### src/rtl/dallan_cozum_denetleyici.sv
// gshare branch-predictor sequencer: table clear sweep after reset, in-order queue of
// outstanding predictions, speculative GHR, resolution compare, table updates and flush/redirect.
module dallan_cozum_denetleyici #(
  parameter int IDX_W    = 4,
  parameter int DERINLIK = 4
) (
  input  logic             clk,
  input  logic             rst,
  input  logic             getir_gecerli,
  input  logic [31:0]      getir_ps,
  input  logic             getir_tahmin,
  input  logic [31:0]      getir_tahmin_ps,
  output logic             getir_durdur,
  input  logic             yurut_gecerli,
  input  logic [31:0]      yurut_ps,
  input  logic             yurut_dallan,
  input  logic [31:0]      yurut_dallan_ps,
  output logic [IDX_W-1:0] ggy,
  output logic             guncelle_gecerli,
  output logic [IDX_W-1:0] guncelle_indeks,
  output logic             guncelle_dallan,
  output logic             tablo_sifirla,
  output logic             temizle,
  output logic [31:0]      yonlendir_ps,
  output logic [31:0]      yanlis_tahmin_sayaci,
  output logic             hata
);

  localparam int PTR_W = (DERINLIK > 1) ? $clog2(DERINLIK) : 1;
  localparam int CNT_W = PTR_W + 1;

  typedef enum logic [1:0] {
    ST_INIT    = 2'd0,
    ST_RUN     = 2'd1,
    ST_RECOVER = 2'd2
  } state_t;

  state_t             state_q, state_d;
  logic [IDX_W-1:0]   idx_q, idx_d;
  logic               dir_q, dir_d;
  logic               upd_q, upd_d;
  logic [31:0]        redir_q, redir_d;
  logic [IDX_W-1:0]   ggy_q, ggy_d;
  logic [PTR_W-1:0]   wr_q, wr_d;
  logic [PTR_W-1:0]   rd_q, rd_d;
  logic [CNT_W-1:0]   count_q, count_d;
  logic [31:0]        mis_q, mis_d;
  logic               hata_q, hata_d;

  logic [31:0]        ps_mem   [DERINLIK];
  logic               t_mem    [DERINLIK];
  logic [31:0]        tps_mem  [DERINLIK];
  logic [IDX_W-1:0]   snap_mem [DERINLIK];

  logic               full;
  logic               push;
  logic               pop;
  logic               res_ok;
  logic               mispredict;
  logic [31:0]        head_ps;
  logic               head_t;
  logic [31:0]        head_tps;
  logic [IDX_W-1:0]   head_snap;

  assign head_ps   = ps_mem[rd_q];
  assign head_t    = t_mem[rd_q];
  assign head_tps  = tps_mem[rd_q];
  assign head_snap = snap_mem[rd_q];
  assign full      = (count_q == CNT_W'(DERINLIK));

  assign res_ok     = (state_q == ST_RUN) && yurut_gecerli && (count_q != '0) &&
                      (head_ps == yurut_ps);
  // A taken/taken pair still mispredicts when the targets disagree.
  assign mispredict = res_ok && ((head_t != yurut_dallan) ||
                                 (head_t && yurut_dallan && (head_tps != yurut_dallan_ps)));

  always_comb begin
    state_d = state_q;
    idx_d   = idx_q;
    dir_d   = dir_q;
    upd_d   = 1'b0;
    redir_d = redir_q;
    ggy_d   = ggy_q;
    wr_d    = wr_q;
    rd_d    = rd_q;
    count_d = count_q;
    mis_d   = mis_q;
    hata_d  = hata_q;
    push    = 1'b0;
    pop     = 1'b0;

    case (state_q)
      ST_INIT: begin
        idx_d = idx_q + 1'b1;
        if (idx_q == '1) begin
          state_d = ST_RUN;
        end
      end

      ST_RUN: begin
        if (yurut_gecerli && !res_ok) begin
          hata_d = 1'b1;
        end
        if (res_ok) begin
          upd_d = 1'b1;
          idx_d = head_ps[IDX_W-1:0] ^ head_snap;
          dir_d = yurut_dallan;
        end
        if (mispredict) begin
          state_d = ST_RECOVER;
          wr_d    = '0;
          rd_d    = '0;
          count_d = '0;
          ggy_d   = {head_snap[IDX_W-2:0], yurut_dallan};
          redir_d = yurut_dallan ? yurut_dallan_ps : (yurut_ps + 32'd4);
          if (mis_q != 32'hFFFF_FFFF) begin
            mis_d = mis_q + 32'd1;
          end
        end else begin
          pop  = res_ok;
          push = getir_gecerli && !full;
          if (pop) begin
            rd_d = rd_q + 1'b1;
          end
          if (push) begin
            wr_d  = wr_q + 1'b1;
            ggy_d = {ggy_q[IDX_W-2:0], getir_tahmin};
          end
          count_d = count_q + CNT_W'(push) - CNT_W'(pop);
        end
      end

      ST_RECOVER: begin
        state_d = ST_RUN;
      end

      default: begin
        state_d = ST_INIT;
      end
    endcase
  end

  always_ff @(posedge clk) begin
    if (rst) begin
      state_q <= ST_INIT;
      idx_q   <= '0;
      dir_q   <= 1'b0;
      upd_q   <= 1'b0;
      redir_q <= '0;
      ggy_q   <= '0;
      wr_q    <= '0;
      rd_q    <= '0;
      count_q <= '0;
      mis_q   <= '0;
      hata_q  <= 1'b0;
    end else begin
      state_q <= state_d;
      idx_q   <= idx_d;
      dir_q   <= dir_d;
      upd_q   <= upd_d;
      redir_q <= redir_d;
      ggy_q   <= ggy_d;
      wr_q    <= wr_d;
      rd_q    <= rd_d;
      count_q <= count_d;
      mis_q   <= mis_d;
      hata_q  <= hata_d;
    end
  end

  // Queue payload needs no reset; occupancy alone decides what is valid.
  always_ff @(posedge clk) begin
    if (push) begin
      ps_mem[wr_q]   <= getir_ps;
      t_mem[wr_q]    <= getir_tahmin;
      tps_mem[wr_q]  <= getir_tahmin_ps;
      snap_mem[wr_q] <= ggy_q;
    end
  end

  assign getir_durdur         = (state_q != ST_RUN) || full;
  assign tablo_sifirla        = (state_q == ST_INIT);
  assign temizle              = (state_q == ST_RECOVER);
  assign ggy                  = ggy_q;
  assign guncelle_gecerli     = upd_q;
  assign guncelle_indeks      = idx_q;
  assign guncelle_dallan      = dir_q;
  assign yonlendir_ps         = redir_q;
  assign yanlis_tahmin_sayaci = mis_q;
  assign hata                 = hata_q;

endmodule

### config.mk
export PLATFORM = sky130hd
export DESIGN_NAME = dallan_cozum_denetleyici
export DESIGN_NICKNAME = d
export VERILOG_FILES = /design/src/rtl/dallan_cozum_denetleyici.sv
export SDC_FILE = /design/constraint.sdc
export NUM_CORES = 1
export LEC_CHECK = 0
export CAP_MARGIN = 20
export CORE_UTILIZATION = 55
export DETAILED_ROUTE_END_ITERATION = 6
export GPL_TIMING_DRIVEN = 0
export PLACE_DENSITY = 0.88
export SYNTH_ARGS = -nofsm -noshare
export SYNTH_HDL_FRONTEND = slang
export SYNTH_SLANG_ARGS = --single-unit
### constraint.sdc
create_clock -name clk -period 10.7 [get_ports clk]
set_input_delay 1.605 -clock clk [delete_from_list [all_inputs] [get_ports clk]]
set_output_delay 1.605 -clock clk [all_outputs]
set_load 0.03 [all_outputs]
After elaboration in Yosys (flattened, before gate mapping)
Memory sizes are Yosys's and may differ from the RTL's. A register that Yosys moved wholly into a read port is not among the register bits.
Cells that the tools add are included.
W data, S select, Z words.
Word-level totals
  flip-flop bits (word level): 84
  bits in writable memories: 276
  input bits: 134
  output and inout port bits: 78
  word-level logic and storage cells: 88
  memories kept: 4
Operators by class
  add/subtract/negate cells: 7
  equality and inequality tests: 12
  mux-type cells: 26
  bitwise operators: 2
  reduce and logical (&&, ||, !) cells: 26
Memories
  ps_mem: depth 4, width 32, rd ports 1, clocked after memory_dff 1, write ports 1, RTL line 50  | logic [31:0] ps_mem [DERINLIK];
  tps_mem: depth 4, width 32, rd ports 1, clocked after memory_dff 1, write ports 1, RTL line 52  | logic [31:0] tps_mem [DERINLIK];
  snap_mem: depth 4, width 4, rd ports 1, clocked after memory_dff 1, write ports 1, RTL line 53  | logic [IDX_W-1:0] snap_mem [DERINLIK];
  t_mem: depth 4, width 1, rd ports 1, clocked after memory_dff 1, write ports 1, RTL line 51  | logic t_mem [DERINLIK];
Operators by type and width (number)
  $add A32 B1 Y32 const B: 1
  $add A32 B3 Y32 const B: 1
  $eq A32 B32 Y1: 1
  $mux W32: 1
  $ne A32 B32 Y1: 1
  $ne A32 B32 Y1 const B: 1
  $mux W2: 14
  $reduce_and A2 Y1: 7
  $mux W4: 3
  $logic_and A1 B1 Y1: 8
  $pmux W4 S2: 1
  $pmux W2 S3: 1
  $reduce_bool A2 Y1: 3
  $mux W1: 5
  $add A2 B1 Y2 const B: 2
  $add A4 B1 Y4 const B: 1
  $eq A4 B4 Y1 const B: 1
  $ne A2 B1 Y1 const B: 2
  $ne A2 B2 Y1 const B: 2
  $xor A4 B4 Y4: 1
  $add A3 B1 Y3: 1
  $eq A3 B3 Y1 const B: 1
  $mux W3: 1
  $reduce_and A3 Y1: 1
  10 further kinds: 12

Depth between registers and ports, before layout
  depth in word-level cells: 9
  depth in mapped cells: 18
  gate-level depth less buffers: 14

Worst setup path before layout
No wires, ideal clock.
  kind: input port to flip-flop
  start: input yurut_ps[11]
  end: memory ps_mem[1][0] (enable)
  setup time: 0.435 ns
  arrival time: 4.858 ns
  required time: 10.265 ns
  slack: 5.407 ns
  cell stages on the path: 10
  buffers on the path: 3
  path through: clkbuf_1 -> nor2b_1 -> o2bb2ai_1 -> nor4b_1 -> and4_1 -> and4_1 -> o211ai_1 -> buf_2 -> buf_4 -> and3_1
On the way
  cells in the longest elaborated chain, start to end: 7
RTL lines
  start, declared: RTL line 15  | input logic [31:0] yurut_ps,
  $eq A32 B32 Y1: RTL line 72  | (head_ps == yurut_ps);
  $logic_and A1 B1 Y1: RTL line 71  | assign res_ok = (state_q == ST_RUN) && yurut_gecerli && (count_q != '0) &&
  $logic_and A1 B1 Y1: RTL line 74  | assign mispredict = res_ok && ((head_t != yurut_dallan) ||
  $mux W1: RTL line 109  | if (mispredict) begin
  $mux W1: RTL line 92  | case (state_q)
  $mux W1: RTL line 173  | if (push) begin
  $mux W1 (not written as such): RTL line 174  | ps_mem[wr_q] <= getir_ps;
  end, declared: RTL line 50
Every way passes these cells.

Worst setup path after layout
  start: input yurut_dallan_ps[3]
  end: memory ps_mem[1][10] (enable)
On the way
  cells in the longest elaborated chain, start to end: 8
RTL lines
  start, declared: RTL line 17  | input logic [31:0] yurut_dallan_ps,
  $ne A32 B32 Y1: RTL line 75  | (head_t && yurut_dallan && (head_tps != yurut_dallan_ps)));
  $logic_and A1 B1 Y1: RTL line 75
  $logic_or A1 B1 Y1: RTL line 74
  $logic_and A1 B1 Y1: RTL line 74
  $mux W1: RTL line 109
  $mux W1: RTL line 92
  $mux W1: RTL line 173
  $mux W1 (not written as such): RTL line 174
Every way passes these cells.

==> results.md <==
* Die boundary height at 172 um
* Clk Tree Root Cell: clkbuf_16
* Worst setup path class: input pin to flip-flop
* CTS H-tree depth at 2
* Global-route wire length before repair at ~64 mm
* Buf/Inv on CP at 4
* Area growth from synthesis to final layout at 24.1%
* Cell at the slowest stage of the critical path: nor4_1
* Proportion of layout cells with a drive suffix above 1 at between 10 and 15%
* Average vias per placed instance at 6.09
* R2R depth at 12
* Routed wire length per instance at 24.0 um
* Remaining routing DRC violations at 0
* Slew at the pin closest to its max-slew limit at 1080 ps
* Maximum number of pins on one net before global-route repair at 46
* Uppermost metal layer occupied by signal nets: met5
* Number of gates resized after cts at 0
* Warnings from Yosys at 0
* Met3 routed wirelength at 4.27 mm
* Aggregate global-route resource usage at 29.6%
* Buffer depth of the longest clock path at 3
* PortBufs at 204
* Endpoint required time on the critical path at 10910 ps
* Element type at the critical path end: flip-flop
* Hold Path End: guncelle_dallan$_SDFFE_PP0P_
* Number of endpoints with negative hold slack in the final report at 0
* TritonCTS clock tree: done
* Syn_area_per_cell at roughly 14 um^2
* Worst Hold Margin at 475 ps
* Capture instance of the worst register-to-register path: ps_mem[1][10]$_DFFE_PP_
* Worst path setup slack after routing at 5470 ps
* Portion of the clock cycle consumed by the worst path in the final layout at 48.8%
* Cell area after synthesis at approximately 16000 um^2
* Slew Limit Headroom at a little over a quarter
* Count of flip-flops with a built-in enable after synthesis at 276
* Largest clock skew in the final design at 24.0 ps
* Top FF cell, synth: edfxtp_1
* Reg clk slew, reported paths at 60 ps
* Leak Pwr at between 0.006 and 0.007 uW
* Insertion delay of the later-clocked pin in the worst-skew pair at 540 ps
* Detailed-routing iteration count for the pre-antenna-repair pass at 6
* Post-Synthesis Cells at 1135
* Site row count at 62
* Max-capacitance violation count at 0
* Final setup vio count at 0
* Die outline width at 172 um
* Initial antenna violation count at 6
* Syn Nets at 1279
* Number of buffers inserted for hold repair after clock tree synthesis at 0
* R2R setup slack at around 5600 ps
* Met2 wire length at 20.7 mm
* Starting Density at 55.8%
* Ordered list of cells on the worst path: clkdlybuf4s50_1, xnor2_1, nand4_1, nor4_1, a21boi_0, o211ai_1, buf_2, buf_4, and3_4, buf_16
* Vias in the first global route at ~11000
* Pwr per Cell Area at between 100 and 150 nW/um^2
* Final #Nets at 1526
* Core area at 28600 um^2
* Detailed-routing wirelength on met1 at 16.4 mm
* Final wirelength at 43.3 mm
* Total number of clock tree sinks at about 360
* Setup Total Neg Slack at 0 ps
* I/O pin count at 212
* Iter 0 DRT Violations at ~1300
* Arrival time of the worst setup path at 5430 ps
* Delay of the slowest cell on the worst path at just under 600 ps
* Number of CTS-inserted buffers at 37
* Portion of the post-synthesis area used by sequential elements at 62.7%
* Number of distinct library cell variants in the gate-level netlist after synthesis at just under 60
* Global route overflow at 0
* Setup repair after global routing missed its margin: false
* Worst-case vdd ir drop at 0.153 mV
* Proportion of register bits with asynchronous set or reset after synthesis at 0%
* Worst min-delay path class: flip-flop to flip-flop
* Maximum clock rate at roughly 0.19 GHz
* Post-Place Setup Slack at 5030 ps
* Post-CTS Repair Setup Buffers at 0
* Utilization after layout at 69.2%
* Area of the die at just under 30000 um^2
* Placer congestion estimate at 0.937
* Hold Path Cell Cnt at 2
* Final critical-path required period at between 5000 and 6000 ps
* Status: complete, no violations
* Kind of cell adding the most delay to the critical path: buffers and inverters
* Via Count at 11000
* Crit start category: input pin
* Antenna Violating Nets Remaining at 0
* Biggest fanout along the worst timing path at 43
* HPWL after detailed placement at ~31 mm
* Synthesis-stage register bit count at 362
* Pins over their slew limit at 0
* Hold path startpoint: guncelle_dallan$_SDFFE_PP0P_
==> synth_stat cells, types with 3 or more instances <==
| cell type | count | share of area (%) |
|---|---|---|
| clkbuf_1 | 30 | 0.71 |
| and4_1 | 9 | 0.49 |
| nand2b_1 | 6 | 0.24 |
| a22oi_1 | 3 | 0.14 |
| nor4_1 | 8 | 0.31 |
| o31ai_1 | 6 | 0.28 |
| o21ai_0 | 35 | 1.1 |
| or2_2 | 12 | 0.47 |
| mux2i_1 | 69 | 4.3 |
| mux4_2 | 55 | 7.8 |
| inv_1 | 18 | 0.42 |
| o311ai_0 | 6 | 0.33 |
| o41ai_1 | 6 | 0.33 |
| mux2_2 | 22 | 1.6 |
| or3_1 | 4 | 0.16 |
| xor2_1 | 28 | 1.5 |
| nand4_1 | 26 | 1.0 |
| nor3_1 | 18 | 0.56 |
| nor2_1 | 91 | 2.1 |
| xnor2_1 | 67 | 3.7 |
| buf_6 | 5 | 0.35 |
| edfxtp_1 | 276 | 52 |
| ha_1 | 9 | 0.71 |
| a311oi_1 | 5 | 0.27 |
| buf_2 | 13 | 0.41 |
| buf_4 | 9 | 0.42 |
| o211ai_1 | 10 | 0.47 |
| nand2_1 | 79 | 1.9 |
| nor2b_1 | 21 | 0.82 |
| dfxtp_1 | 86 | 11 |
| a21oi_1 | 18 | 0.56 |
| nand3_1 | 35 | 1.1 |
| and3_1 | 14 | 0.55 |
==> report_power, final <==
group,switching [uW],internal (uW)
Sequential,1.08,1510
Clock,522,740
Combinational,75.7,66.3
Total,599,2320
==> cell type report <==
| cell class | instances | area (um^2) |
|---|---|---|
| inverters | 19 | 71.3 |
| multi-input cells | 697 | 5600 |
| fillers | 1852 | 8810 |
| plain buffers | 57 | 302 |
| diodes | 5 | 12.5 |
| repair buffers | 208 | 2140 |
| clock inverters | 15 | 178 |
| flip-flops and latches | 362 | 10000 |
| clock buffers | 53 | 1020 |
| well taps | 384 | 480 |
==> cells by family (layout without fill, tap and decap cells) <==
logic type | Yosys count | count (layout) | share of synthesized area [%]
other cells | 0 | 5 | 0
compound gates | 113 | 113 | 4.88
mux | 146 | 146 | 13.6
flops | 362 | 362 | 62.7
xor+xnor | 95 | 95 | 5.21
buf+inv | 76 | 352 | 2.34
simple gates | 333 | 333 | 10.4
fa+ha+maj | 10 | 10 | 0.831
==> how the worst max path moves through the flow <==
stage                                    from                        to  slack (ps)  depth (start not counted)
after detailed placement  yurut_dallan_ps[29]  tps_mem[1][12]$_DFFE_PP_        5030                         10
after floorplan                  yurut_ps[11]    ps_mem[1][0]$_DFFE_PP_        5410                         10
after global placement     yurut_dallan_ps[1]  tps_mem[3][12]$_DFFE_PP_        3030                          9
after CTS                  yurut_dallan_ps[3]   ps_mem[1][16]$_DFFE_PP_        5590                         10
final                      yurut_dallan_ps[3]   ps_mem[1][10]$_DFFE_PP_        5470                         10
after global routing              yurut_ps[9]   count_q[2]$_SDFFE_PP0P_        5280                         14
==> cells in the final DEF (no fill, tap or decap), drive strengths merged, types with 21 or more instances in the layout <==
cell type,count
nand4,26
dfxtp,86
mux2i,69
buf,31
nor2,91
xnor2,67
clkbuf,83
mux2,22
nor2b,21
xor2,28
nand2,79
clkdlybuf4s50,204
edfxtp,276
mux4,55
nand3,35
o21ai,35
==> metrics by stage <==
step,power (uW),cell area [um^2],cells
6_report,2910,19800,1800
5_1_grt,2990,19800,1799
4_1_cts,2920,19800,1795
3_5_place_dp,1680,18600,1727
3_3_place_gp,1680,18500,1723
2_1_floorplan,1590,16000,1135
==> flip-flops by register name, indices dropped and copies added, names as in the netlist, named ones only <==
register,cells
yanlis_tahmin_sayaci,32
guncelle_indeks,4
count_q,3
rd_q,2
guncelle_gecerli,1
snap_mem,16
ggy,4
hata,1
ps_mem,128
wr_q,2
guncelle_dallan,1
state_q,2
yonlendir_ps,32
tps_mem,128
t_mem,4
==> worst reg2reg max path, cell delays in order (launching register included) <==
cell and delay (ps):
dfxtp_1 320, buf_2 260, clkbuf_1 560, mux4_2 430, xnor2_1 190, nand4_1 230, nor4_1 590, a21boi_0 340
o211ai_1 390, buf_2 350, buf_4 240, and3_4 520, buf_16 300
==> metal layers <==
| metal | up-vias | track usage (%) |
|---|---|---|
| met3 | 118 | 6.04 |
| li1 | 4814 | - |
| met5 | - | 0 |
| met2 | 638 | 47.5 |
| met1 | 5382 | 39.2 |
| met4 | 2 | 13.2 |
Note: power is estimated with default switching activity, not from simulation.
